### config.mk
export PLATFORM = sky130hd
export DESIGN_NAME = gpio_pin_arbiter
export DESIGN_NICKNAME = d
export VERILOG_FILES = /design/src/rtl/gpio_pkg.sv /design/src/rtl/rr_arbiter.sv /design/src/rtl/gpio_pin_arbiter.sv
export SDC_FILE = /design/constraint.sdc
export NUM_CORES = 1
export LEC_CHECK = 0
export CORE_AREA = 2 2 156 158
export CTS_BUF_LIST = sky130_fd_sc_hd__clkbuf_16
export CTS_CLUSTER_DIAMETER = 100
export CTS_CLUSTER_SIZE = 30
export DETAILED_ROUTE_END_ITERATION = 8
export DIE_AREA = 0 0 158 160
export GPL_TIMING_DRIVEN = 0
export SYNTH_ARGS = -nofsm -noshare
export SYNTH_HDL_FRONTEND = slang
export SYNTH_HIERARCHICAL = 1
export SYNTH_SLANG_ARGS = --single-unit
export TNS_END_PERCENT = 1
### constraint.sdc
create_clock -name clk -period 7.3 [get_ports clk]
set_input_delay 1.825 -clock clk [delete_from_list [all_inputs] [get_ports clk]]
set_output_delay 1.825 -clock clk [all_outputs]
set_load 0.1 [all_outputs]
### src/rtl/gpio_pkg.sv
// ----------------------------------------------------------------------------
// gpio_pkg
// Shared definitions for the GPIO pin arbiter and anything else that needs a
// round-robin pick (e.g. the bus interconnect).
//   gpio_arb_state_e : arbiter FSM states
//   rr_pick()        : round-robin search returning {found, index}
// ----------------------------------------------------------------------------
package gpio_pkg;

    typedef enum logic [1:0] {
        IDLE     = 2'd0,
        OWNED    = 2'd1,
        HANDOVER = 2'd2
    } gpio_arb_state_e;

    // rr_pick works on a fixed maximum width; callers zero-extend their
    // request vector and pass the real requester count.
    localparam int unsigned RrMaxReq = 32;
    localparam int unsigned RrIdxW   = 5;

    typedef struct packed {
        logic              found;
        logic [RrIdxW-1:0] index;
    } rr_pick_t;

    // First set bit of req[num_req-1:0], searching upward from ptr with
    // wrap-around. ptr must be below num_req.
    function automatic rr_pick_t rr_pick(input logic [RrMaxReq-1:0] req,
                                         input int unsigned         num_req,
                                         input int unsigned         ptr);
        rr_pick_t    res;
        int unsigned idx;
        res = '0;
        for (int unsigned i = 0; i < RrMaxReq; i++) begin
            if (i < num_req) begin
                idx = ptr + i;
                // ptr and i are both below num_req, so one subtract wraps.
                if (idx >= num_req) idx = idx - num_req;
                if (!res.found && req[idx[RrIdxW-1:0]]) begin
                    res.found = 1'b1;
                    res.index = idx[RrIdxW-1:0];
                end
            end
        end
        return res;
    endfunction

endpackage

### src/rtl/rr_arbiter.sv
// ----------------------------------------------------------------------------
// rr_arbiter
// Combinational round-robin priority picker (NumReq <= 32).
//   req   : request vector
//   ptr   : index with highest priority this cycle
//   valid : at least one request present
//   idx   : winning index (first set bit from ptr upward, wrapping)
// ----------------------------------------------------------------------------
module rr_arbiter
    import gpio_pkg::*;
#(
    parameter int unsigned NumReq = 4,
    localparam int unsigned IdW   = (NumReq > 1) ? $clog2(NumReq) : 1
) (
    input  logic [NumReq-1:0] req,
    input  logic [IdW-1:0]    ptr,
    output logic              valid,
    output logic [IdW-1:0]    idx
);

    rr_pick_t pick;

    always_comb begin
        pick  = rr_pick(RrMaxReq'(req), NumReq, int'(ptr));
        valid = pick.found;
        idx   = IdW'(pick.index);
    end

endmodule

### src/rtl/gpio_pin_arbiter.sv
// ----------------------------------------------------------------------------
// gpio_pin_arbiter
// Shares one GPIO pin bank between the register bank and NumReq hardware
// requesters. One requester owns the bank at a time (round-robin grant), every
// hand-back passes through one all-tristate turnaround cycle, and ownership is
// bounded by TimeoutCycles (0 = unbounded).
//   clk, rst          : clock, synchronous active-high reset
//   req / rel         : per-requester request level / one-cycle release
//   grant             : registered one-hot ownership
//   req_dir / req_out : packed requester vectors, requester r at [r*NumIO +: NumIO]
//   reg_dir / reg_out : register-bank vectors, used when nobody owns the bank
//   pin_dir / pin_out : to the pin drivers
//   busy              : state != IDLE
//   owner_id          : current or last owner
//   timeout_evt       : one-cycle pulse when the timeout alone forced a release
// ----------------------------------------------------------------------------
module gpio_pin_arbiter
    import gpio_pkg::*;
#(
    parameter int unsigned NumIO         = 32,
    parameter int unsigned NumReq        = 4,
    parameter int unsigned TimeoutCycles = 1024,
    localparam int unsigned IdW          = (NumReq > 1) ? $clog2(NumReq) : 1
) (
    input  logic                    clk,
    input  logic                    rst,
    input  logic [NumReq-1:0]       req,
    input  logic [NumReq-1:0]       rel,
    output logic [NumReq-1:0]       grant,
    input  logic [NumReq*NumIO-1:0] req_dir,
    input  logic [NumReq*NumIO-1:0] req_out,
    input  logic [NumIO-1:0]        reg_dir,
    input  logic [NumIO-1:0]        reg_out,
    output logic [NumIO-1:0]        pin_dir,
    output logic [NumIO-1:0]        pin_out,
    output logic                    busy,
    output logic [IdW-1:0]          owner_id,
    output logic                    timeout_evt
);

    // Timer only has to reach TimeoutCycles-1; it saturates so it cannot wrap
    // when the timeout is disabled.
    localparam int unsigned     TimerW    = (TimeoutCycles > 1) ? $clog2(TimeoutCycles) : 1;
    localparam logic [TimerW-1:0] TimerLast = (TimeoutCycles > 0) ? TimerW'(TimeoutCycles - 1) : '0;
    localparam logic [TimerW-1:0] TimerMax  = '1;

    gpio_arb_state_e   state_q, state_d;
    logic [NumReq-1:0] grant_q, grant_d;
    logic [IdW-1:0]    owner_id_q, owner_id_d;
    logic [IdW-1:0]    rr_ptr_q, rr_ptr_d;
    logic [TimerW-1:0] timer_q, timer_d;
    logic              timeout_evt_q, timeout_evt_d;

    logic              pick_valid;
    logic [IdW-1:0]    pick_idx;
    logic              owner_rel, owner_drop, timed_out;

    rr_arbiter #(.NumReq(NumReq)) u_rr (
        .req   (req),
        .ptr   (rr_ptr_q),
        .valid (pick_valid),
        .idx   (pick_idx)
    );

    always_comb begin
        // NOTE: every always_comb output gets a default first so no path
        // leaves it unassigned and no latch is inferred.
        state_d       = state_q;
        grant_d       = grant_q;
        owner_id_d    = owner_id_q;
        rr_ptr_d      = rr_ptr_q;
        timer_d       = timer_q;
        timeout_evt_d = 1'b0;

        owner_rel  = rel[owner_id_q];
        owner_drop = !req[owner_id_q];
        timed_out  = (TimeoutCycles != 0) && (timer_q == TimerLast);

        unique case (state_q)
            IDLE: begin
                if (pick_valid) begin
                    state_d           = OWNED;
                    grant_d           = '0;
                    grant_d[pick_idx] = 1'b1;
                    owner_id_d        = pick_idx;
                    timer_d           = '0;
                    rr_ptr_d          = (pick_idx == IdW'(NumReq - 1)) ? '0 : pick_idx + 1'b1;
                end
            end
            OWNED: begin
                if (owner_rel || owner_drop || timed_out) begin
                    state_d       = HANDOVER;
                    grant_d       = '0;
                    // A release or request drop in the same cycle wins over
                    // the timeout: that is a normal hand-back.
                    timeout_evt_d = timed_out && !owner_rel && !owner_drop;
                end else if (timer_q != TimerMax) begin
                    timer_d = timer_q + 1'b1;
                end
            end
            HANDOVER: begin
                state_d = IDLE;
            end
            default: begin
                state_d = IDLE;
                grant_d = '0;
            end
        endcase
    end

    // NOTE: sequential state uses non-blocking assignments so every flop
    // samples the pre-edge values regardless of statement order.
    always_ff @(posedge clk) begin
        if (rst) begin
            state_q       <= IDLE;
            grant_q       <= '0;
            owner_id_q    <= '0;
            rr_ptr_q      <= '0;
            timer_q       <= '0;
            timeout_evt_q <= 1'b0;
        end else begin
            state_q       <= state_d;
            grant_q       <= grant_d;
            owner_id_q    <= owner_id_d;
            rr_ptr_q      <= rr_ptr_d;
            timer_q       <= timer_d;
            timeout_evt_q <= timeout_evt_d;
        end
    end

    // Pin mux from registered state: no added latency after grant.
    always_comb begin
        pin_dir = reg_dir;
        pin_out = reg_out;
        unique case (state_q)
            OWNED: begin
                pin_dir = req_dir[int'(owner_id_q) * NumIO +: NumIO];
                pin_out = req_out[int'(owner_id_q) * NumIO +: NumIO];
            end
            HANDOVER: begin
                // Turnaround: all pins tristate between successive owners.
                pin_dir = '0;
                pin_out = '0;
            end
            default: ;
        endcase
    end

    assign grant       = grant_q;
    assign owner_id    = owner_id_q;
    assign busy        = (state_q != IDLE);
    assign timeout_evt = timeout_evt_q;

endmodule

==> Word level (Yosys, flattened, before mapping) <==
Cells that the tools add are included.
{ "word_totals": {"ram_bits": 0, "output_inout_bits": 72, "n_memories": 0, "ff_bits": 21, "rom_bits": 0, "latchBits": 0} }
{ "op_classes": {"div": 0, "multipliers": 0, "magnitude_cmp": 11, "muxes": 35, "reduce_logical": 21, "shifts": 2, "eq_ne": 9, "n_bitwise": 3, "n_addsub": 9} }
{ "ops": {"columns": ["operator", "count"], "rows": [
  ["$shiftx A128 B8 Y32", 2],
  ["$pmux W32 S2", 2],
  ["$ge A32 B3 Y1 const B", 3],
  ["$mux W10", 3],
  ["$lt A5 B6 Y1 const B", 4],
  ["$mux W6", 4],
  ["$bmux W1 S5", 4],
  ["$mux W5", 4],
  ["$pmux W10 S2", 1],
  ["$sub A5 B3 Y5 const B", 3],
  ["$pmux W4 S3", 1],
  ["$add A10 B1 Y10 const B", 1],
  ["$eq A10 B10 Y1 const B", 1],
  ["$ne A10 B10 Y1 const B", 1],
  ["$mux W4", 2],
  ["$mux W1", 7],
  ["$add A2 B2 Y3 const B", 2],
  ["$logic_and A1 B1 Y1", 6],
  ["$lt A2 B3 Y1 const B", 2],
  ["$mux W2", 3],
  ["$ne A2 B2 Y1 const B", 3],
  ["$logic_not A1 Y1", 5],
  ["$bmux W1 S2", 2],
  ["$eq A2 B2 Y1 const B", 2],
  ["17 further kinds", 22]
]} }

==> Logic depth before layout (Yosys ltp) <==
Gate-level depths: netlist of run 1.
{ "logic_depth": {"depth_word": 20, "mapped_depth": 12, "depth_no_buf": 11} }

==> Modules after synthesis <==
The synthesis of run 1 kept the hierarchy.
{ "modules_own_cells": {"columns": ["module", "cells_each", "seq_area_each_um2", "area_per_inst_um2", "n_inst"], "rows": [
  ["gpio_pin_arbiter", 426, 420.4, 3598.5, 1],
  ["rr_arbiter", 39, 0.0, 310.3, 1]
]} }

==> Least setup slack after synthesis of run 1 <==
No wires, ideal clock.
{ "synth_path": {"path_kind": "input to output", "startpoint": "input reg_dir[29]", "endpoint": "output pin_dir[29]", "slack_ps": 2275, "arrival_time_ps": 3200, "n_path_buf": 0, "required_time_ps": 5475, "path_stages": 2, "cell_sequence": "inv_1 > o21ai_1"} }
{ "synth_between": {"elab_chain_cells": 1} }
{ "synth_rtl": {"columns": ["element", "line_no", "rtl"], "rows": [
  ["from (decl)", "gpio_pin_arbiter.sv:32", "input logic [NumIO-1:0] reg_dir,"],
  ["$pmux W32 S2", "gpio_pin_arbiter.sv:135", "unique case (state_q)"],
  ["to (decl)", "gpio_pin_arbiter.sv:34", "output logic [NumIO-1:0] pin_dir,"]
]} }
Every way passes these cells.

==> Worst setup path in the final report of run 1 <==
{ "layout_path": {"startpoint": "register state_q[0]", "endpoint": "output pin_dir[13]"} }
{ "layout_between": {"elab_chain_cells": 2} }
{ "layout_rtl": {"columns": ["element", "line_no", "rtl"], "rows": [
  ["from (decl)", "gpio_pin_arbiter.sv:47", "gpio_arb_state_e state_q, state_d;"],
  ["from (signal assigned)", "gpio_pin_arbiter.sv:122", "state_q <= state_d;"],
  ["$eq A2 B2 Y1 or $eq A2 B1 Y1 (tied branches)", "gpio_pin_arbiter.sv:135", null],
  ["$pmux W32 S2 *", "gpio_pin_arbiter.sv:135", null]
]} }
Mark *: on every way between the ends. The rest lies on a longest branch, timed or not.

==> run_results.csv, run 1 <==
group,metric,value,unit
yosys,yosysWarnings,6,
place,hpwl,19600,um
finish,fin_cells,1194,
place,place_congestion,0.866,
worst_setup_path,path_class,"register to primary output",
timing,period_share,0.878,
drt,wl,23300,um
finish,drive_gt1_frac,0.101,
timing,fin_crit,6.41,ns
clock_tree,root_buffer,"clkbuf_16",
yosys,syn-num-nets,809,
finish,final_common_cell,"clkdlybuf4s50_1",
drt,route.detailed.drc,0,
clock_tree,cts_buffer_depth,2,
drt,first_pass_iters,6,
drt,ant_nets,0,
global_routing,grt_first_pass_wirelength,32700,um
status,run_status,"completed",
clock_tree,postCtsSetupBuffers,0,
worst_setup_path,cp-end-kind,"primary output",
yosys,synth_top_area_frac,0.386,
floorplan,rows,57,
timing,whs,0.468,ns
global_routing,grt_max_degree,12,
clock_tree,htreeDepth,1,
global_routing,grt_usage,0.172,
global_routing,grt-ovfl-total,0,
global_routing,grt_pass1_vias,5471,
clock_tree,clk_latency,0.25,ns
timing,setup_violations,0,
drt,routed_via_density,4.41,
yosys,ys_ff_latch,21,
yosys,synth_area_per_cell,8.41,um^2
finish,ff_latch_area,420,um^2
clock_tree,post_cts_resized,0,
floorplan,die_area,25300,um^2
worst_setup_path,crit_fanout,10,
clock_tree,path_clk_slew,0.06,ns
drt,vias,5270,
yosys,ys_top_cells_by_area,"mux4_2, dfxtp_1, o21ai_1, nand2_1, inv_1",
timing,rsz0062_at_grt,"no",
timing,finalSetupTns,0,ns
yosys,synth_top_flop_cell,"dfxtp_1",
clock_tree,cts_hold_buf,0,
timing,slew_violations,0,
timing,clock.fmax,156,MHz
finish,final_cell_mix,"clkdlybuf4s50_1, nand2_1, inv_1, mux4_2, o21ai_1",
global_routing,antenna_found_initial,1,
yosys,ys_seq_area_frac,0.108,
worst_setup_path,worstPathArrival,4.59,ns
yosys,synth_cell_type_count,46,
place,pre_cts_ws,0.969,ns
yosys,synth_top_cell_by_area,"mux4_2",
yosys,synthArstFlopShare,0,
run,cap_violations,0,
drt,wl_per_cell,19.5,um
drt,drt-initial-drc-count,236,
floorplan,core_region_area,23800,um^2
finish,fillers,2507,
finish,areaGrowthSynthToFinish,115,%
finish,nets,1214,
timing,hold_viol,0,
yosys,mappedNetlistArea,3910,um^2
yosys,synth-edff-count,0,
yosys,synth_cells,465,
timing,tightest_slew,1.06,ns
floorplan,dieWidth,158,um
finish,multi_input_area,3060,um^2
timing,fin_ws,0.888,ns
floorplan,ioPinCount,402,
place,portBuffers,400,
pwr,p_leak,0.00307,uW
worst_setup_path,required,5.48,ns
timing,skew,0.00406,ns
worst_setup_path,start_kind,"register",
timing,slew_headroom,0.293,
pwr,p_per_area,399,nW/um^2
pwr,vdd_drop_max,0.277,mV
clock_tree,cts.sinks,21,
finish,final_util,0.353,
place,dpl.cell_count,1189,
clock_tree,tritoncts,"done",
worst_hold_path,holdCritPathClass,"register to register",
floorplan,start_util,0.164,
clock_tree,cts_made_buffers,3,
floorplan,chipHeight,160,um
-- registers in the layout, summed over array words and instances (netlist names) --
register / cells
grant: 4
owner_id: 2
timer_q: 10
rr_ptr_q: 2
timeout_evt: 1
state_q: 2
-- per-layer routing --
layer,vias to the layer above,track usage,part of all wire
met5,-,0,0
met4,0,0.0405,0.017
met3,26,0.0269,0.071
met2,230,0.311,0.51
met1,2514,0.213,0.41
li1,2500,-,-
-- power breakdown --
group / total [uW] / switching, uW / internal (uW) / leakage, uW
combinational: 3080 / 2170 / 914 / 0.00286
sequential: 155 / 20.2 / 135 / 0.000171
clock: 115 / 42.1 / 73.0 / 0.0000423
-- worst max-delay path, stage by stage, from the launching register on --
cell,delay (ns)
dfxtp_1,0.38
inv_1,0.10
ha_1,0.30
clkbuf_1,0.57
and2_1,0.22
clkbuf_1,0.65
buf_1,0.59
nand2_1,0.20
o21ai_1,0.14
clkdlybuf4s50_1,1.17
-- final cells by class --
| type | instances | share of cell area |
|---|---|---|
| Timing Repair Buffer | 400 | 0.477 |
| Multi-Input combinational cell | 335 | 0.364 |
| Sequential cell | 21 | 0.0501 |
| Tap cell | 324 | 0.0483 |
| Inverter | 74 | 0.0331 |
| Buffer | 35 | 0.0182 |
| Clock buffer | 3 | 0.00894 |
| Clock inverter | 1 | 0.000447 |
| Antenna cell | 1 | 0.000298 |
-- worst paths after layout --
check	cells past startpoint	to	from	slack (ns)
setup / recovery	9	pin_dir[13]	state_q[0]$_SDFFE_PP0P_	0.89
hold / removal	1	timer_q[7]$_SDFFE_PP0P_	timer_q[7]$_SDFFE_PP0P_	0.47
setup reg to reg	10	timer_q[2]$_SDFFE_PP0P_	rr_ptr_q[0]$_SDFFE_PP0P_	4.10
hold reg to reg	1	timer_q[7]$_SDFFE_PP0P_	timer_q[7]$_SDFFE_PP0P_	0.47
-- kinds of logic (layout without fill, tap and decap cells) --
kind of cell,count (synthesis),after routing,synth area share
compound gates,111,111,0.166
fa+ha+maj,14,14,0.0448
buf+inv,109,513,0.110
flops,21,21,0.108
mux,74,74,0.409
other cells,0,1,0
simple gates,136,136,0.162
-- through the flow --
stage                     total power [uW]  instance area [um^2]
after global routing                  3510                  8400
after detailed placement              3260                  8320
after floorplan                       2390                  3910
after CTS                             3380                  8400
after global placement                3250                  8320
final                                 3350                  8400
-- cells in the mapped netlist, types with 2 or more instances --
cell      instances
buf_1             5
and2_1            3
clkbuf_1         18
mux2i_1           3
inv_1            73
or4_1             2
nor2b_1           7
a21oi_1          16
ha_1             14
buf_2            11
mux4_2           67
nand3_1          12
o21ai_1          65
a31oi_1           6
nor2_1            7
nor3b_1           2
o211ai_1          3
and4_1            2
o21ai_0           3
dfxtp_1          21
a221o_1           2
nand4_1           4
nand2b_1          7
mux2_1            3
nor3_1            2
nand2_1          82
nand3b_1          2
a21boi_0          3
o21a_1            3
No activity file was read; power rests on OpenSTA's default activity.
==> run 2: changes to the inputs <==
--- a/config.mk
+++ b/config.mk
@@ -5,13 +5,16 @@
 export SDC_FILE = /design/constraint.sdc
 export NUM_CORES = 1
 export LEC_CHECK = 0
-export CORE_AREA = 2 2 156 158
+export CELL_PAD_IN_SITES_DETAIL_PLACEMENT = 0
+export CELL_PAD_IN_SITES_GLOBAL_PLACEMENT = 1
+export CORE_AREA = 2 2 157 159
 export CTS_BUF_LIST = sky130_fd_sc_hd__clkbuf_16
 export CTS_CLUSTER_DIAMETER = 100
 export CTS_CLUSTER_SIZE = 30
 export DETAILED_ROUTE_END_ITERATION = 8
-export DIE_AREA = 0 0 158 160
+export DIE_AREA = 0 0 159 161
 export GPL_TIMING_DRIVEN = 0
+export PLACE_DENSITY_LB_ADDON = 0.1
 export SYNTH_ARGS = -nofsm -noshare
 export SYNTH_HDL_FRONTEND = slang
 export SYNTH_HIERARCHICAL = 1
==> run 2 against run 1 <==
Clock skew is 0.0046 ns higher. Worst setup slack better by 0.41 ns. Total power is 0.69% lower. Critical path depth stayed put. Combinational power hardly changed. Final cell count is 0.17% higher. Wire length is 8.0% higher. Sequential power hardly changed. Die area is 1.3% higher. Hold slack worse by 0.0031 ns. Critical path type unchanged.
==> run_results.csv, run 2 (synthesis gave the netlist of run 1 again) <==
group,metric,value,unit
timing,hold_viol,0,
timing,rsz0062_at_grt,"no",
worst_hold_path,holdCritPathClass,"register to register",
global_routing,grt_max_degree,13,
finish,areaGrowthSynthToFinish,115,%
worst_setup_path,start_kind,"register",
drt,vias,5187,
worst_setup_path,cp-end-kind,"primary output",
drt,ant_nets,0,
floorplan,chipHeight,161,um
pwr,p_leak,0.00307,uW
worst_setup_path,cp_slowest_stage_delay,1.27,ns
clock_tree,cts_buffer_depth,2,
clock_tree,root_buffer,"clkbuf_16",
status,run_status,"completed",
finish,multi_input_area,3060,um^2
global_routing,grt_first_pass_wirelength,36100,um
finish,final_cell_mix,"clkdlybuf4s50_1, nand2_1, inv_1, mux4_2, o21ai_1",
global_routing,antenna_found_initial,3,
pwr,p_per_area,396,nW/um^2
clock_tree,cts_hold_buf,0,
worst_setup_path,worstPathArrival,4.18,ns
clock_tree,post_cts_resized,0,
timing,fin_crit,6.00,ns
floorplan,start_util,0.163,
run,cap_violations,0,
worst_setup_path,crit_fanout,10,
worst_setup_path,worst_path_most_repeated_cell,"clkbuf_1",
timing,clock.fmax,167,MHz
floorplan,ioPinCount,402,
finish,largest_reg_flops,10,
timing,slew_headroom,0.231,
floorplan,die_area,25600,um^2
worst_setup_path,path_class,"register to primary output",
drt,routed_via_density,4.34,
pwr,power,3330,uW
finish,drive_gt1_frac,0.102,
clock_tree,path_clk_slew,0.06,ns
place,place_congestion,0.895,
clock_tree,postCtsSetupBuffers,0,
global_routing,grt_pass1_vias,5219,
worst_setup_path,cp_cell_sequence,"inv_1 > ha_1 > clkbuf_1 > and2_1 > clkbuf_1 > buf_1 > nand2_1 > o21ai_1 > clkdlybuf4s50_1",
drt,wl,25100,um
clock_tree,cts.sinks,21,
timing,period_share,0.822,
clock_tree,cts_made_buffers,3,
finish,top_register,"timer_q",
finish,final_common_cell,"clkdlybuf4s50_1",
timing,skew,0.00863,ns
worst_setup_path,cp_slowest_cell,"clkdlybuf4s50_1",
place,portBuffers,400,
timing,finalSetupTns,0,ns
clock_tree,htreeDepth,1,
finish,ff_latch_area,420,um^2
floorplan,rows,57,
drt,wl_per_cell,21.0,um
floorplan,dieWidth,159,um
worst_setup_path,required,5.48,ns
global_routing,grt_usage,0.188,
timing,tightest_slew,1.15,ns
place,hpwl,21600,um
drt,drt-initial-drc-count,284,
drt,route.detailed.drc,0,
clock_tree,tritoncts,"done",
finish,nets,1214,
timing,setup_violations,0,
finish,final_util,0.351,
timing,slew_violations,0,
drt,first_pass_iters,6,
finish,fillers,2504,
global_routing,grt-ovfl-total,0,
floorplan,core_region_area,24000,um^2
pwr,vdd_drop_max,0.265,mV
clock_tree,clk_latency,0.26,ns
-- run 2: critical path, delay by kind of cell, from the launching register on --
kind | cells | cell delay, ns
AOI/OAI and AO/OA | 1 | 0.12
adders and majority gates | 1 | 0.32
buffers and inverters | 5 | 2.72
DFF | 1 | 0.38
and+or+nand+nor | 2 | 0.37
-- run 2: worst paths after layout --
kind                                          startpoint                      end  slack (ns)  depth (start not counted)
worst max register to register  rr_ptr_q[0]$_SDFFE_PP0P_  timer_q[2]$_SDFFE_PP0P_        4.07                         11
worst min register to register   timer_q[7]$_SDFFE_PP0P_  timer_q[7]$_SDFFE_PP0P_        0.47                          1
worst max-delay path             state_q[0]$_SDFFE_PP0P_               pin_dir[7]        1.30                          9
worst min-delay path             timer_q[7]$_SDFFE_PP0P_  timer_q[7]$_SDFFE_PP0P_        0.47                          1
-- run 2: report_power, final --
| part | switching [uW] | internal [uW] |
|---|---|---|
| Sequential | 21.1 | 135 |
| Clock | 46.3 | 73.8 |
| Combinational | 2140 | 914 |
-- run 2: per-stage QoR --
stage	instance area [um^2]	instances	setup WS [ns]	hold slack, ns
floorplan	3910	465	2.28	0.433
global placement	8320	1189	1.43	0.455
detailed placement	8320	1189	1.33	0.454
CTS	8400	1193	1.03	0.469
global route	8400	1195	0.859	0.492
finish	8410	1196	1.30	0.465
-- run 2: cell type report --
class / count / share of cell area
clock buffer: 3 / 0.00893
buffer: 35 / 0.0182
inverter: 74 / 0.0330
tap: 324 / 0.0482
timing repair buffer: 400 / 0.476
sequential: 21 / 0.0500
antenna: 3 / 0.000893
multi-input combinational: 335 / 0.364
clock inverter: 1 / 0.000595
-- run 2: routing by layer --
metal / vias to the layer above / share of wire / track usage
met4: 2 / 0.015 / 0.0409
met2: 173 / 0.53 / 0.348
met3: 20 / 0.064 / 0.0439
li1: 2501 / - / -
met1: 2491 / 0.39 / 0.219
met5: - / 0.00052 / 0
==> run 3: changes to the inputs <==
--- a/config.mk
+++ b/config.mk
@@ -7,12 +7,13 @@
 export LEC_CHECK = 0
 export CELL_PAD_IN_SITES_DETAIL_PLACEMENT = 0
 export CELL_PAD_IN_SITES_GLOBAL_PLACEMENT = 1
-export CORE_AREA = 2 2 157 159
+export CORE_ASPECT_RATIO = 0.6
+export CORE_MARGIN = 2
+export CORE_UTILIZATION = 17
 export CTS_BUF_LIST = sky130_fd_sc_hd__clkbuf_16
 export CTS_CLUSTER_DIAMETER = 100
 export CTS_CLUSTER_SIZE = 30
 export DETAILED_ROUTE_END_ITERATION = 8
-export DIE_AREA = 0 0 159 161
 export GPL_TIMING_DRIVEN = 0
 export PLACE_DENSITY_LB_ADDON = 0.1
 export SYNTH_ARGS = -nofsm -noshare
==> constraint.sdc (replaced) <==
create_clock -name clk -period 4.85 [get_ports clk]
set_input_delay 1.2125 -clock clk [delete_from_list [all_inputs] [get_ports clk]]
set_output_delay 1.2125 -clock clk [all_outputs]
set_load 0.1 [all_outputs]
==> run 3 against run 2 <==
Clock skew down 0.0028 ns. Via count is 1.8% higher. Sequential share of layout area is essentially flat. Die area is 5.2% lower. Largest power group unchanged.
==> run_results.csv, run 3 (synthesis gave the netlist of run 1 again) <==
group,metric,value,unit
drt,wl_met1,9950,um
timing,slew_headroom,0.311,
global_routing,grt-ovfl-total,0,
clock_tree,cts_buffer_depth,2,
pwr,p_per_area,584,nW/um^2
finish,fillers,2324,
clock_tree,htreeDepth,1,
worst_setup_path,start_kind,"register",
drt,drt-initial-drc-count,162,
finish,final_cell_mix,"clkdlybuf4s50_1, nand2_1, inv_1, mux4_2, o21ai_1",
floorplan,start_util,0.175,
worst_setup_path,path_class,"register to primary output",
timing,tightest_slew,1.03,ns
pwr,swShare,0.675,
drt,wl,25500,um
timing,period_share,0.917,
global_routing,grt_pass1_vias,5402,
worst_setup_path,critPathBufInv,4,
global_routing,grt_first_pass_wirelength,34900,um
finish,largest_reg_flops,10,
drt,first_pass_iters,4,
place,dpl.cell_count,1173,
status,run_status,"completed",
floorplan,dieWidth,200,um
finish,final_common_cell,"clkdlybuf4s50_1",
timing,rsz0062_at_grt,"no",
place,portBuffers,400,
finish,nets,1213,
drt,wl_per_cell,21.6,um
floorplan,chipHeight,121,um
pwr,p_comb_frac,0.916,
global_routing,grt_max_degree,12,
run,cap_violations,0,
clock_tree,root_buffer,"clkbuf_16",
worst_setup_path,cp_cell_sequence,"inv_1 > ha_1 > clkbuf_1 > and2_2 > clkbuf_1 > nand2_1 > o21ai_1 > clkdlybuf4s15_2",
drt,wl_met3,1780,um
clock_tree,path_clk_slew,0.06,ns
worst_setup_path,cp_top_family,"buffers and inverters",
floorplan,rows,42,
timing,hold_viol,0,
pwr,pwr-share-clk,0.036,
pwr,switching_power,3330,uW
finish,ff_latch_area,420,um^2
drt,route.met2.wl,13400,um
pwr,seq_power_share,0.048,
pwr,p_leak,0.00313,uW
drt,route.detailed.drc,0,
clock_tree,tritoncts,"done",
worst_setup_path,worst_path_most_repeated_cell,"clkbuf_1",
drt,ant_nets,0,
timing,slew_violations,0,
worst_setup_path,cp_slowest_cell,"clkdlybuf4s15_2",
drt,vias,5281,
finish,multi_input_area,3060,um^2
place,dpl_cell_area,8300,um^2
floorplan,core_region_area,22300,um^2
worst_hold_path,holdCritPathClass,"register to register",
clock_tree,cts_made_buffers,3,
clock_tree,cts.sinks,21,
place,place_congestion,0.843,
worst_setup_path,worstPathArrival,3.24,ns
finish,areaGrowthSynthToFinish,116,%
worst_setup_path,cp_slowest_stage_delay,0.61,ns
worst_setup_path,required,3.64,ns
pwr,vdd_drop_max,0.278,mV
finish,top_register,"timer_q",
finish,drive_gt1_frac,0.172,
drt,top_layer,"met5",
drt,routed_via_density,4.49,
worst_setup_path,crit_fanout,10,
worst_setup_path,cp-end-kind,"primary output",
global_routing,antenna_found_initial,3,
pwr,internal_power,1600,uW
finish,fin_cells,1177,
timing,fin_crit,4.45,ns
clock_tree,clk_latency,0.26,ns
clock_tree,postCtsSetupBuffers,0,
finish,design_area,8450,um^2
timing,clock.fmax,225,MHz
timing,skew,0.00579,ns
timing,setup_violations,0,
place,hpwl,22300,um
floorplan,die_area,24300,um^2
global_routing,grt_usage,0.197,
floorplan,ioPinCount,402,
==> run 3: cell count changes in the layout (fill, tap and decap cells not counted) <==
cell,previous run,this run
clkdlybuf4s50_1,400,336
clkdlybuf4s15_2,0,60
dlygate4sd2_1,0,4
diode_2,3,1
and2_1,3,2
and2_2,0,1
clkbuf_1,18,17
clkinv_2,1,0
inv_1,73,74
==> run 3: stage by stage <==
stage               utilization  total power, uW  hold slack (ns)  worst slack [ns]  setup TNS, ns
CTS                       0.379             4980            0.465            0.0128              0
global route              0.379             5160            0.474             0.102              0
finish                    0.379             4940            0.461             0.402              0
floorplan                     -             3600            0.433             0.693              0
global placement          0.372             4860            0.459            -0.252          -9.53
detailed placement        0.372             4880            0.451            -0.286         -12.28
==> run 3: power groups by stage <==
stage | sequential [uW] | clock [uW] | combinational, uW
final | 239 | 176 | 4520
after global routing | 245 | 188 | 4720
after CTS | 241 | 180 | 4560
after detailed placement | 245 | 0 | 4630
after global placement | 241 | 0 | 4620
after floorplan | 356 | 0 | 3240
==> run 3: path summary, 6_finish.rpt <==
| check | startpoint | end | slack, ns | cells past startpoint |
|---|---|---|---|---|
| setup / recovery | state_q[0]$_SDFFE_PP0P_ | pin_out[19] | 0.40 | 8 |
| hold / removal | timer_q[7]$_SDFFE_PP0P_ | timer_q[7]$_SDFFE_PP0P_ | 0.46 | 1 |
| setup reg to reg | rr_ptr_q[0]$_SDFFE_PP0P_ | timer_q[2]$_SDFFE_PP0P_ | 1.50 | 11 |
| hold reg to reg | timer_q[7]$_SDFFE_PP0P_ | timer_q[7]$_SDFFE_PP0P_ | 0.46 | 1 |
==> run 3: final cells by class <==
| cell class | count | share of cell area |
|---|---|---|
| Clock inverter | 1 | 0.000444 |
| Clock buffer | 3 | 0.00889 |
| Tap cell | 308 | 0.0456 |
| Multi-Input combinational cell | 335 | 0.362 |
| Buffer | 34 | 0.0176 |
| Inverter | 74 | 0.0329 |
| Antenna cell | 1 | 0.000296 |
| Sequential cell | 21 | 0.0498 |
| Timing Repair Buffer | 400 | 0.482 |
==> run 3: metal layers <==
layer / vias to the layer above / track usage
li1: 2494 / -
met1: 2528 / 0.234
met2: 233 / 0.368
met3: 22 / 0.0420
met4: 4 / 0.0306
met5: - / 0
==> run 3: timing repair <==
item / CTS / global route
hold buffers: 0 / 0
gates resized for setup: 184 / 1
cloned: 0 / 0
setup endpoints to repair: 64 / 55
==> run 3: worst register-to-register path: stages (launching register included) <==
cell,delay (ns)
dfxtp_1,0.50
buf_2,0.29
inv_1,0.07
ha_1,0.39
mux4_1,0.35
nand2_1,0.12
a21boi_2,0.19
nand3b_1,0.23
nor2_1,0.54
nor2_1,0.08
o211a_1,0.22
a221o_1,0.25
